[config.mk]
export PLATFORM = sky130hd
export DESIGN_NAME = reset_sequencer
export DESIGN_NICKNAME = d
export VERILOG_FILES = /design/src/rtl/reset_sequencer.sv
export SDC_FILE = /design/constraint.sdc
export NUM_CORES = 1
export LEC_CHECK = 0
export CORE_MARGIN = 1.5
export CORE_UTILIZATION = 62
export DETAILED_ROUTE_END_ITERATION = 16
export DONT_BUFFER_PORTS = 1
export GPL_TIMING_DRIVEN = 0
export PLACE_DENSITY_LB_ADDON = 0.08
export SLEW_MARGIN = 5
export SYNTH_ARGS = -nofsm -noshare
export SYNTH_HDL_FRONTEND = slang
export SYNTH_SLANG_ARGS = --single-unit
export TNS_END_PERCENT = 50
[constraint.sdc]
create_clock -name clock -period 2.5 [get_ports clock]
set_clock_uncertainty 0.15 [all_clocks]
set_input_delay 0.25 -clock clock [delete_from_list [all_inputs] [get_ports clock]]
set_output_delay 0.25 -clock clock [all_outputs]
set_load 0.05 [all_outputs]
[src/rtl/reset_sequencer.sv]
// Fabric reset sequencer: qualifies PLL lock, then releases reset domains in index order.
// Optional soft reset re-entry via soft_reset_req when RST_SEQ_SOFT_RESET_EN is defined.
module reset_sequencer #(
    parameter int NUM_STAGES  = 4,
    parameter int LOCK_FILTER = 4,
    parameter int HOLD_CYCLES = 16,
    parameter int STAGE_GAP   = 8
) (
    input  logic                  clock,
    input  logic                  reset,
    input  logic                  pll_lock,
    input  logic                  soft_reset_req,
    output logic [NUM_STAGES-1:0] stage_reset_n,
    output logic                  seq_done,
    output logic                  lock_lost
);

    localparam int LCW = $clog2(LOCK_FILTER + 1);
    localparam int HCW = $clog2(HOLD_CYCLES + 1);
    localparam int GCW = $clog2(STAGE_GAP + 1);
    localparam int SIW = $clog2(NUM_STAGES + 1);

    typedef enum logic [1:0] {
        WAIT_LOCK,
        HOLD,
        RELEASE,
        DONE
    } state_t;

    state_t                state, state_nxt;
    logic                  lock_meta, lock_s;
    logic [LCW-1:0]        lock_cnt, lock_cnt_nxt;
    logic [HCW-1:0]        hold_cnt, hold_cnt_nxt;
    logic [GCW-1:0]        gap_cnt, gap_cnt_nxt;
    logic [SIW-1:0]        stage_idx, stage_idx_nxt;
    logic [NUM_STAGES-1:0] stage_reset_n_nxt;
    logic                  seq_done_nxt, lock_lost_nxt;
    logic                  soft_req;

`ifdef RST_SEQ_SOFT_RESET_EN
    assign soft_req = soft_reset_req;
`else
    logic unused_soft_reset_req;
    assign soft_req              = 1'b0;
    assign unused_soft_reset_req = soft_reset_req;
`endif

    // NOTE: sequential state uses non-blocking assignments so every flop samples pre-edge values.
    always_ff @(posedge clock or posedge reset) begin
        if (reset) begin
            lock_meta <= 1'b0;
            lock_s    <= 1'b0;
        end else begin
            lock_meta <= pll_lock;
            lock_s    <= lock_meta;
        end
    end

    always_ff @(posedge clock or posedge reset) begin
        if (reset) begin
            state         <= WAIT_LOCK;
            lock_cnt      <= '0;
            hold_cnt      <= '0;
            gap_cnt       <= '0;
            stage_idx     <= '0;
            stage_reset_n <= '0;
            seq_done      <= 1'b0;
            lock_lost     <= 1'b0;
        end else begin
            state         <= state_nxt;
            lock_cnt      <= lock_cnt_nxt;
            hold_cnt      <= hold_cnt_nxt;
            gap_cnt       <= gap_cnt_nxt;
            stage_idx     <= stage_idx_nxt;
            stage_reset_n <= stage_reset_n_nxt;
            seq_done      <= seq_done_nxt;
            lock_lost     <= lock_lost_nxt;
        end
    end

    // NOTE: every next-value is defaulted to its current value first, so no path infers a latch.
    always_comb begin
        state_nxt         = state;
        lock_cnt_nxt      = lock_cnt;
        hold_cnt_nxt      = hold_cnt;
        gap_cnt_nxt       = gap_cnt;
        stage_idx_nxt     = stage_idx;
        stage_reset_n_nxt = stage_reset_n;
        seq_done_nxt      = seq_done;
        lock_lost_nxt     = lock_lost;

        case (state)
            WAIT_LOCK: begin
                if (!lock_s) begin
                    lock_cnt_nxt = '0;
                end else if (lock_cnt == LCW'(LOCK_FILTER - 1)) begin
                    lock_cnt_nxt = LCW'(LOCK_FILTER);
                    hold_cnt_nxt = '0;
                    state_nxt    = HOLD;
                end else begin
                    lock_cnt_nxt = lock_cnt + 1'b1;
                end
            end
            HOLD: begin
                if (hold_cnt == HCW'(HOLD_CYCLES - 1)) begin
                    hold_cnt_nxt      = HCW'(HOLD_CYCLES);
                    stage_reset_n_nxt = (stage_reset_n << 1) | NUM_STAGES'(1);
                    if (NUM_STAGES == 1) begin
                        seq_done_nxt = 1'b1;
                        state_nxt    = DONE;
                    end else begin
                        stage_idx_nxt = SIW'(1);
                        gap_cnt_nxt   = '0;
                        state_nxt     = RELEASE;
                    end
                end else begin
                    hold_cnt_nxt = hold_cnt + 1'b1;
                end
            end
            RELEASE: begin
                if (gap_cnt == GCW'(STAGE_GAP - 1)) begin
                    // Releases are strictly in order, so the mask fills from bit 0 upward.
                    stage_reset_n_nxt = (stage_reset_n << 1) | NUM_STAGES'(1);
                    gap_cnt_nxt       = '0;
                    if (stage_idx == SIW'(NUM_STAGES - 1)) begin
                        seq_done_nxt = 1'b1;
                        state_nxt    = DONE;
                    end else begin
                        stage_idx_nxt = stage_idx + 1'b1;
                    end
                end else begin
                    gap_cnt_nxt = gap_cnt + 1'b1;
                end
            end
            default: ;
        endcase

        // Lock loss outranks everything, including a simultaneous soft request.
        if (state != WAIT_LOCK) begin
            if (!lock_s) begin
                state_nxt         = WAIT_LOCK;
                lock_cnt_nxt      = '0;
                hold_cnt_nxt      = '0;
                gap_cnt_nxt       = '0;
                stage_idx_nxt     = '0;
                stage_reset_n_nxt = '0;
                seq_done_nxt      = 1'b0;
                if (state == DONE) lock_lost_nxt = 1'b1;
            end else if (soft_req) begin
                state_nxt         = HOLD;
                hold_cnt_nxt      = '0;
                gap_cnt_nxt       = '0;
                stage_idx_nxt     = '0;
                stage_reset_n_nxt = '0;
                seq_done_nxt      = 1'b0;
            end
        end
    end

endmodule

# After elaboration in Yosys (flattened, before gate mapping)
# Index checks and enable logic that the tools add are counted.
[word_totals] regBits=25 in_bits=4 output_inout_bits=6 wordCells=65
[classes] addsub=4 eq_ne=7 n_mux=40 bitwise=1 n_reduce_logical=3
[op_table] operator="$mux 4" count=8
[op_table] operator="$mux 3" count=10
[op_table] operator="$mux 5" count=5
[op_table] operator="$pmux 4 s2" count=2
[op_table] operator="$mux 2" count=7
[op_table] operator="$pmux 5 s2" count=1
[op_table] operator="$add 3x1->3 const B" count=2
[op_table] operator="$eq 3x2->1 const B" count=2
[op_table] operator="$pmux 2 s3" count=1
[op_table] operator="$pmux 3 s2" count=1
[op_table] operator="$add 5x1->5 const B" count=1
[op_table] operator="$eq 5x4->1 const B" count=1
[op_table] operator="$mux 1" count=5
[op_table] operator="$add 4x1->4 const B" count=1
[op_table] operator="$eq 2x2->1 const B" count=2
[op_table] operator="$eq 4x3->1 const B" count=1
[op_table] operator="$reduce_and 3->1" count=1
[op_table] operator="$eq 2x1->1 const B" count=1
[op_table] operator="$logic_not 2->1" count=1
[op_table] operator="$reduce_bool 2->1" count=1
[op_table] operator="$not 1->1" count=1

# Depth between registers and ports, before layout
[depth] depth_word=6 depth_mapped=8 ltp_nobuf=7

# Worst setup path before layout
# No wires, ideal clock.
[synth_timing] path_kind="reg-to-reg" startpoint="reg hold_cnt[0]" endpoint="reg state[0]" arrival_time_ns=1.638 setup_slack_ns=0.601 path_stages_with_launch=8 synth_period_minus_slack_ns=1.899 cell_sequence="dfrtp_1 -> ha_1 -> and3_1 -> ha_1 -> nor2b_1 -> or3_1 -> a21oi_1 -> a2111oi_2"
[synth_via] elab_chain_cells=5
[synth_lines] item="start: declaration" line="33" rtl="logic [HCW-1:0] hold_cnt, hold_cnt_nxt;"
[synth_lines] item="start signal: assignment" line="72" rtl="hold_cnt <= hold_cnt_nxt;"
[synth_lines] item="$eq 5x4->1 (*)" line="105" rtl="if (hold_cnt == HCW'(HOLD_CYCLES - 1)) begin"
[synth_lines] item="$mux 2 (*)" line="105"
[synth_lines] item="$pmux 2 s3 (*)" line="92" rtl="case (state)"
[synth_lines] item="$mux 2" line="140" rtl="if (!lock_s) begin"
[synth_lines] item="$mux 2 (*)" line="139" rtl="if (state != WAIT_LOCK) begin"
[synth_lines] item="named net state_nxt[0]" line="30" rtl="state_t state, state_nxt;"
[synth_lines] item="end signal: assignment" line="70" rtl="state <= state_nxt;"
[synth_lines] item="end: declaration" line="30"
# Mark *: on every way through the listed nets, which the timed path passes. The rest lies on a longest branch.
# A chain may end at the register's enable or synchronous reset.

# Final worst setup path
# Ends and elaborated chain as after synthesis.

==> report_table.html <==
<table>
<tr><th>Metric</th><th>Value</th></tr>
<tr><th colspan="2">Outcome</th></tr>
<tr><td>Result of the run</td><td>finished clean</td></tr>
<tr><th colspan="2">Finish</th></tr>
<tr><td>Most common library cell in the layout ignoring fill and taps</td><td>sky130_fd_sc_hd__dfrtp_1</td></tr>
<tr><td>Synth-to-layout area growth</td><td>5.64%</td></tr>
<tr><td>Post-layout util</td><td>68.9%</td></tr>
<tr><td>Count of placed standard cells in the final layout, fillers left out</td><td>184</td></tr>
<tr><td>Proportion of layout cells with a drive suffix above 1</td><td>12.2%</td></tr>
<tr><td>Inserted Diodes</td><td>0</td></tr>
<tr><td>Area taken by flip-flops and latches</td><td>roughly 630 sq um</td></tr>
<tr><td>Commonest non-fill, non-tap cells in the layout</td><td>sky130_fd_sc_hd__dfrtp_1, sky130_fd_sc_hd__nor2_1, sky130_fd_sc_hd__nand2_1, sky130_fd_sc_hd__ha_1, sky130_fd_sc_hd__a21oi_1</td></tr>
<tr><td>Footprint of the multi-input gates</td><td>743 sq um</td></tr>
<tr><td>Fill cell instance count of the final layout</td><td>181</td></tr>
<tr><td>Total number of nets in the final design</td><td>approximately 170</td></tr>
<tr><th colspan="2">Routing</th></tr>
<tr><td>Met2 WL post-DR</td><td>1310 microns</td></tr>
<tr><td>Met1 Routed Length</td><td>1220 microns</td></tr>
<tr><td>Initial DRC count</td><td>22</td></tr>
<tr><td>Number of nets with antenna violations after detailed routing</td><td>0</td></tr>
<tr><td>Total via count in the routed design</td><td>1096</td></tr>
<tr><td>Detail-routed net length per standard cell</td><td>14.3 microns</td></tr>
<tr><td>Top sig layer</td><td>met4</td></tr>
<tr><td>Vias per std cell</td><td>slightly below 6</td></tr>
<tr><td>Drc violations</td><td>0</td></tr>
<tr><td>Met3 wire length</td><td>69 microns</td></tr>
<tr><td>Drt total wl</td><td>2630 microns</td></tr>
<tr><td>Length of the first detailed-routing pass in iterations</td><td>4</td></tr>
<tr><th colspan="2">Clocking</th></tr>
<tr><td>Clock transition at the registers of the reported paths</td><td>roughly 0.12 ns</td></tr>
<tr><td>Sinks on Clock Net</td><td>25</td></tr>
<tr><td>Clock latency on the worst-skew pair</td><td>0.31 ns</td></tr>
<tr><td>Number of levels in the clock H-tree</td><td>1</td></tr>
<tr><td>CTS-repair resized insts</td><td>0</td></tr>
<tr><td>Hold buffer count at CTS</td><td>2</td></tr>
<tr><td>Cell chosen for the clock root</td><td>sky130_fd_sc_hd__clkbuf_4</td></tr>
<tr><td>Clock buffer count from CTS</td><td>3</td></tr>
<tr><td>Number of buffers on the longest clock path</td><td>2</td></tr>
<tr><td>TritonCTS clock tree</td><td>yes</td></tr>
<tr><td>Number of buffers inserted by post-CTS setup repair</td><td>0</td></tr>
<tr><th colspan="2">Global routing</th></tr>
<tr><td>Initial antenna violation count</td><td>0</td></tr>
<tr><td>Sum of overflow across all layers after global routing</td><td>0</td></tr>
<tr><td>Total routing usage reported by global routing</td><td>23.1%</td></tr>
<tr><td>Number of global-route vias before repair</td><td>1086</td></tr>
<tr><td>Global-route wire length before repair</td><td>4510 microns</td></tr>
<tr><td>Maximum number of pins on one net before global-route repair</td><td>26</td></tr>
<tr><th colspan="2">Power</th></tr>
<tr><td>Worst vdd ir</td><td>0.492 mV</td></tr>
<tr><td>Switching power summed over all nets</td><td>around 0.00021 W</td></tr>
<tr><td>Clock share of power</td><td>22.9%</td></tr>
<tr><td>Gate power share</td><td>~17%</td></tr>
<tr><td>Internal</td><td>0.000545 W</td></tr>
<tr><td>Sequential share of power</td><td>60.6%</td></tr>
<tr><td>Static leakage</td><td>0.770 nW</td></tr>
<tr><td>Switching share of total power</td><td>28.0%</td></tr>
<tr><td>Total Power Consumption</td><td>0.000757 W</td></tr>
<tr><td>Ratio of total power to cell area</td><td>497 nW/um^2</td></tr>
<tr><th colspan="2">Synth</th></tr>
<tr><td>Proportion of synthesized chip area in sequential cells</td><td>43.4%</td></tr>
<tr><td>Synthesized netlist cell count</td><td>150</td></tr>
<tr><td>Post-synthesis instance area</td><td>1440 sq um</td></tr>
<tr><td>Number of synthesized register bits</td><td>25</td></tr>
<tr><td>Fraction of registers with async set/reset</td><td>100%</td></tr>
<tr><td>Post-synth top flop</td><td>sky130_fd_sc_hd__dfrtp_1</td></tr>
<tr><td>Count of flip-flops with a built-in enable after synthesis</td><td>0</td></tr>
<tr><td>Avg Cell Area, Syn</td><td>9.62 sq um</td></tr>
<tr><td>Total nets after synthesis</td><td>166</td></tr>
<tr><td>Synth cell types</td><td>46</td></tr>
<tr><td>Warning count from the yosys run</td><td>0</td></tr>
<tr><th colspan="2">Floorplanning</th></tr>
<tr><td>Standard-cell rows</td><td>17</td></tr>
<tr><td>Overall die area</td><td>about 2600 sq um</td></tr>
<tr><td>Std-Cell Core Area</td><td>2210 sq um</td></tr>
<tr><td>Die W</td><td>51.2 microns</td></tr>
<tr><td>DIE HEIGHT</td><td>51.2 microns</td></tr>
<tr><td>Number of top-level design ports</td><td>10</td></tr>
<tr><td>Starting Density</td><td>around two thirds</td></tr>
<tr><th colspan="2">Placement</th></tr>
<tr><td>Port Buffer Count</td><td>0</td></tr>
<tr><td>Half-perimeter wire length after placement</td><td>1970 microns</td></tr>
<tr><td>Placed Cells</td><td>178</td></tr>
<tr><td>Final weighted congestion of routability-driven global placement</td><td>0.830</td></tr>
<tr><th colspan="2">STA</th></tr>
<tr><td>Period utilisation layout</td><td>84.8%</td></tr>
<tr><td>Setup tns final</td><td>0 ns</td></tr>
<tr><td>Slew Limit Fails</td><td>0</td></tr>
<tr><td>Count of endpoints failing setup in the final report</td><td>0</td></tr>
<tr><td>Worst max-slew margin expressed relative to the limit</td><td>about two fifths</td></tr>
<tr><td>Slew at the pin with the worst max-slew slack</td><td>roughly 0.9 ns</td></tr>
<tr><td>Final-report hold violation count</td><td>0</td></tr>
<tr><td>Unrepaired setup endpoints after global routing</td><td>no</td></tr>
<tr><td>Post-layout min period</td><td>2.12 ns</td></tr>
<tr><td>FMAX</td><td>0.472 GHz</td></tr>
<tr><th colspan="2">Critical path</th></tr>
<tr><td>Worst Path Class, Setup</td><td>reg -&gt; reg</td></tr>
<tr><td>Data required time of the critical path</td><td>2.56 ns</td></tr>
<tr><td>Arr. time, crit path</td><td>2.18 ns</td></tr>
<tr><td>Top fanout value on the critical path</td><td>7</td></tr>
<tr><td>Setup crit end kind</td><td>register</td></tr>
<tr><td>Category of the worst setup path launch point</td><td>register</td></tr>
<tr><th colspan="2">Job</th></tr>
<tr><td>Total of max-cap violations</td><td>0</td></tr>
<tr><th colspan="2">Worst hold path</th></tr>
<tr><td>Type of the worst min-delay path</td><td>reg -&gt; reg</td></tr>
</table>
## power by group through the flow
| stage | Clock [W] | Combinational, W | Sequential, W |
|---|---|---|---|
| finish | 0.000173 | 0.000125 | 0.000459 |
| global route | 0.000196 | 0.000144 | 0.000463 |
| CTS | 0.000181 | 0.000127 | 0.000459 |
| detailed placement | 0 | 0.000124 | 0.000467 |
| global placement | 0 | 0.000119 | 0.000465 |
| floorplan | 0 | 0.000101 | 0.000461 |
## cell type report
type	count	area share (%)
multi-input cells	109	48.8
flip-flops and latches	25	41.1
inverters	10	2.46
plain buffers	6	2.38
well taps	28	2.30
clock buffers	4	1.72
repair buffers	2	1.31
## Yosys cell counts (3+ instances only)
master	number	share of area (%)
sky130_fd_sc_hd__a21oi_1	10	3.5
sky130_fd_sc_hd__a31oi_1	3	1.3
sky130_fd_sc_hd__buf_4	3	1.6
sky130_fd_sc_hd__dfrtp_1	25	43
sky130_fd_sc_hd__ha_1	12	10
sky130_fd_sc_hd__inv_1	8	2.1
sky130_fd_sc_hd__nand2_1	14	3.6
sky130_fd_sc_hd__nand3_1	3	1.0
sky130_fd_sc_hd__nor2_1	16	4.2
sky130_fd_sc_hd__nor2b_1	4	1.7
sky130_fd_sc_hd__o21ai_0	5	1.7
sky130_fd_sc_hd__o21ai_1	5	1.7
## per-layer routing
metal | up-vias | track usage, %
li1 | 544 | -
met5 | - | 0
met4 | 0 | 11.4
met2 | 18 | 38.1
met3 | 4 | 2.92
met1 | 530 | 30.0
## logic make-up after synthesis
| group | after synthesis | share of synthesized area [%] |
|---|---|---|
| adders and majority gates | 12 | 10.4 |
| buffers and inverters | 16 | 5.12 |
| AOI/OAI and AO/OA | 39 | 18.6 |
| muxes | 1 | 0.694 |
| DFF | 25 | 43.4 |
| and+or+nand+nor | 57 | 21.8 |
## flip-flops by register name (all words and copies together) (netlist names)
name,cells
stage_idx,3
lock_meta,1
stage_reset_n,4
lock_s,1
lock_lost,1
hold_cnt,5
seq_done,1
gap_cnt,4
state,2
lock_cnt,3
## critical path, stage by stage, from the launching register on
cell and delay [ns]:
sky130_fd_sc_hd__dfrtp_1 0.44, sky130_fd_sc_hd__ha_1 0.24, sky130_fd_sc_hd__and3_1 0.21, sky130_fd_sc_hd__ha_1 0.26, sky130_fd_sc_hd__nor2b_1 0.22, sky130_fd_sc_hd__or3_1 0.14, sky130_fd_sc_hd__a21oi_1 0.07, sky130_fd_sc_hd__a2111oi_2 0.29
## metrics by stage
step | instance area, sq um | hold slack [ns] | worst slack, ns
detailed placement | 1480 | 0.131 | 0.392
global placement | 1480 | 0.131 | 0.444
finish | 1520 | 0.225 | 0.379
global route | 1520 | 0.231 | 0.174
floorplan | 1440 | 0.127 | 0.601
CTS | 1520 | 0.228 | 0.370
## path summary, 6_finish.rpt
| path | from | to | slack (ns) | cells past startpoint |
|---|---|---|---|---|
| max | hold_cnt[0] | state[0] | 0.38 | 7 |
| min | lock_meta | lock_s | 0.23 | 0 |
| max reg2reg | hold_cnt[0] | state[0] | 0.38 | 7 |
| min reg2reg | lock_meta | lock_s | 0.23 | 0 |
| max in group asynchronous | reset | stage_idx[0] | 1.24 | 2 |
| min in group asynchronous | reset | hold_cnt[0] | 0.41 | 2 |
Note: power is estimated with default switching activity, not from simulation.
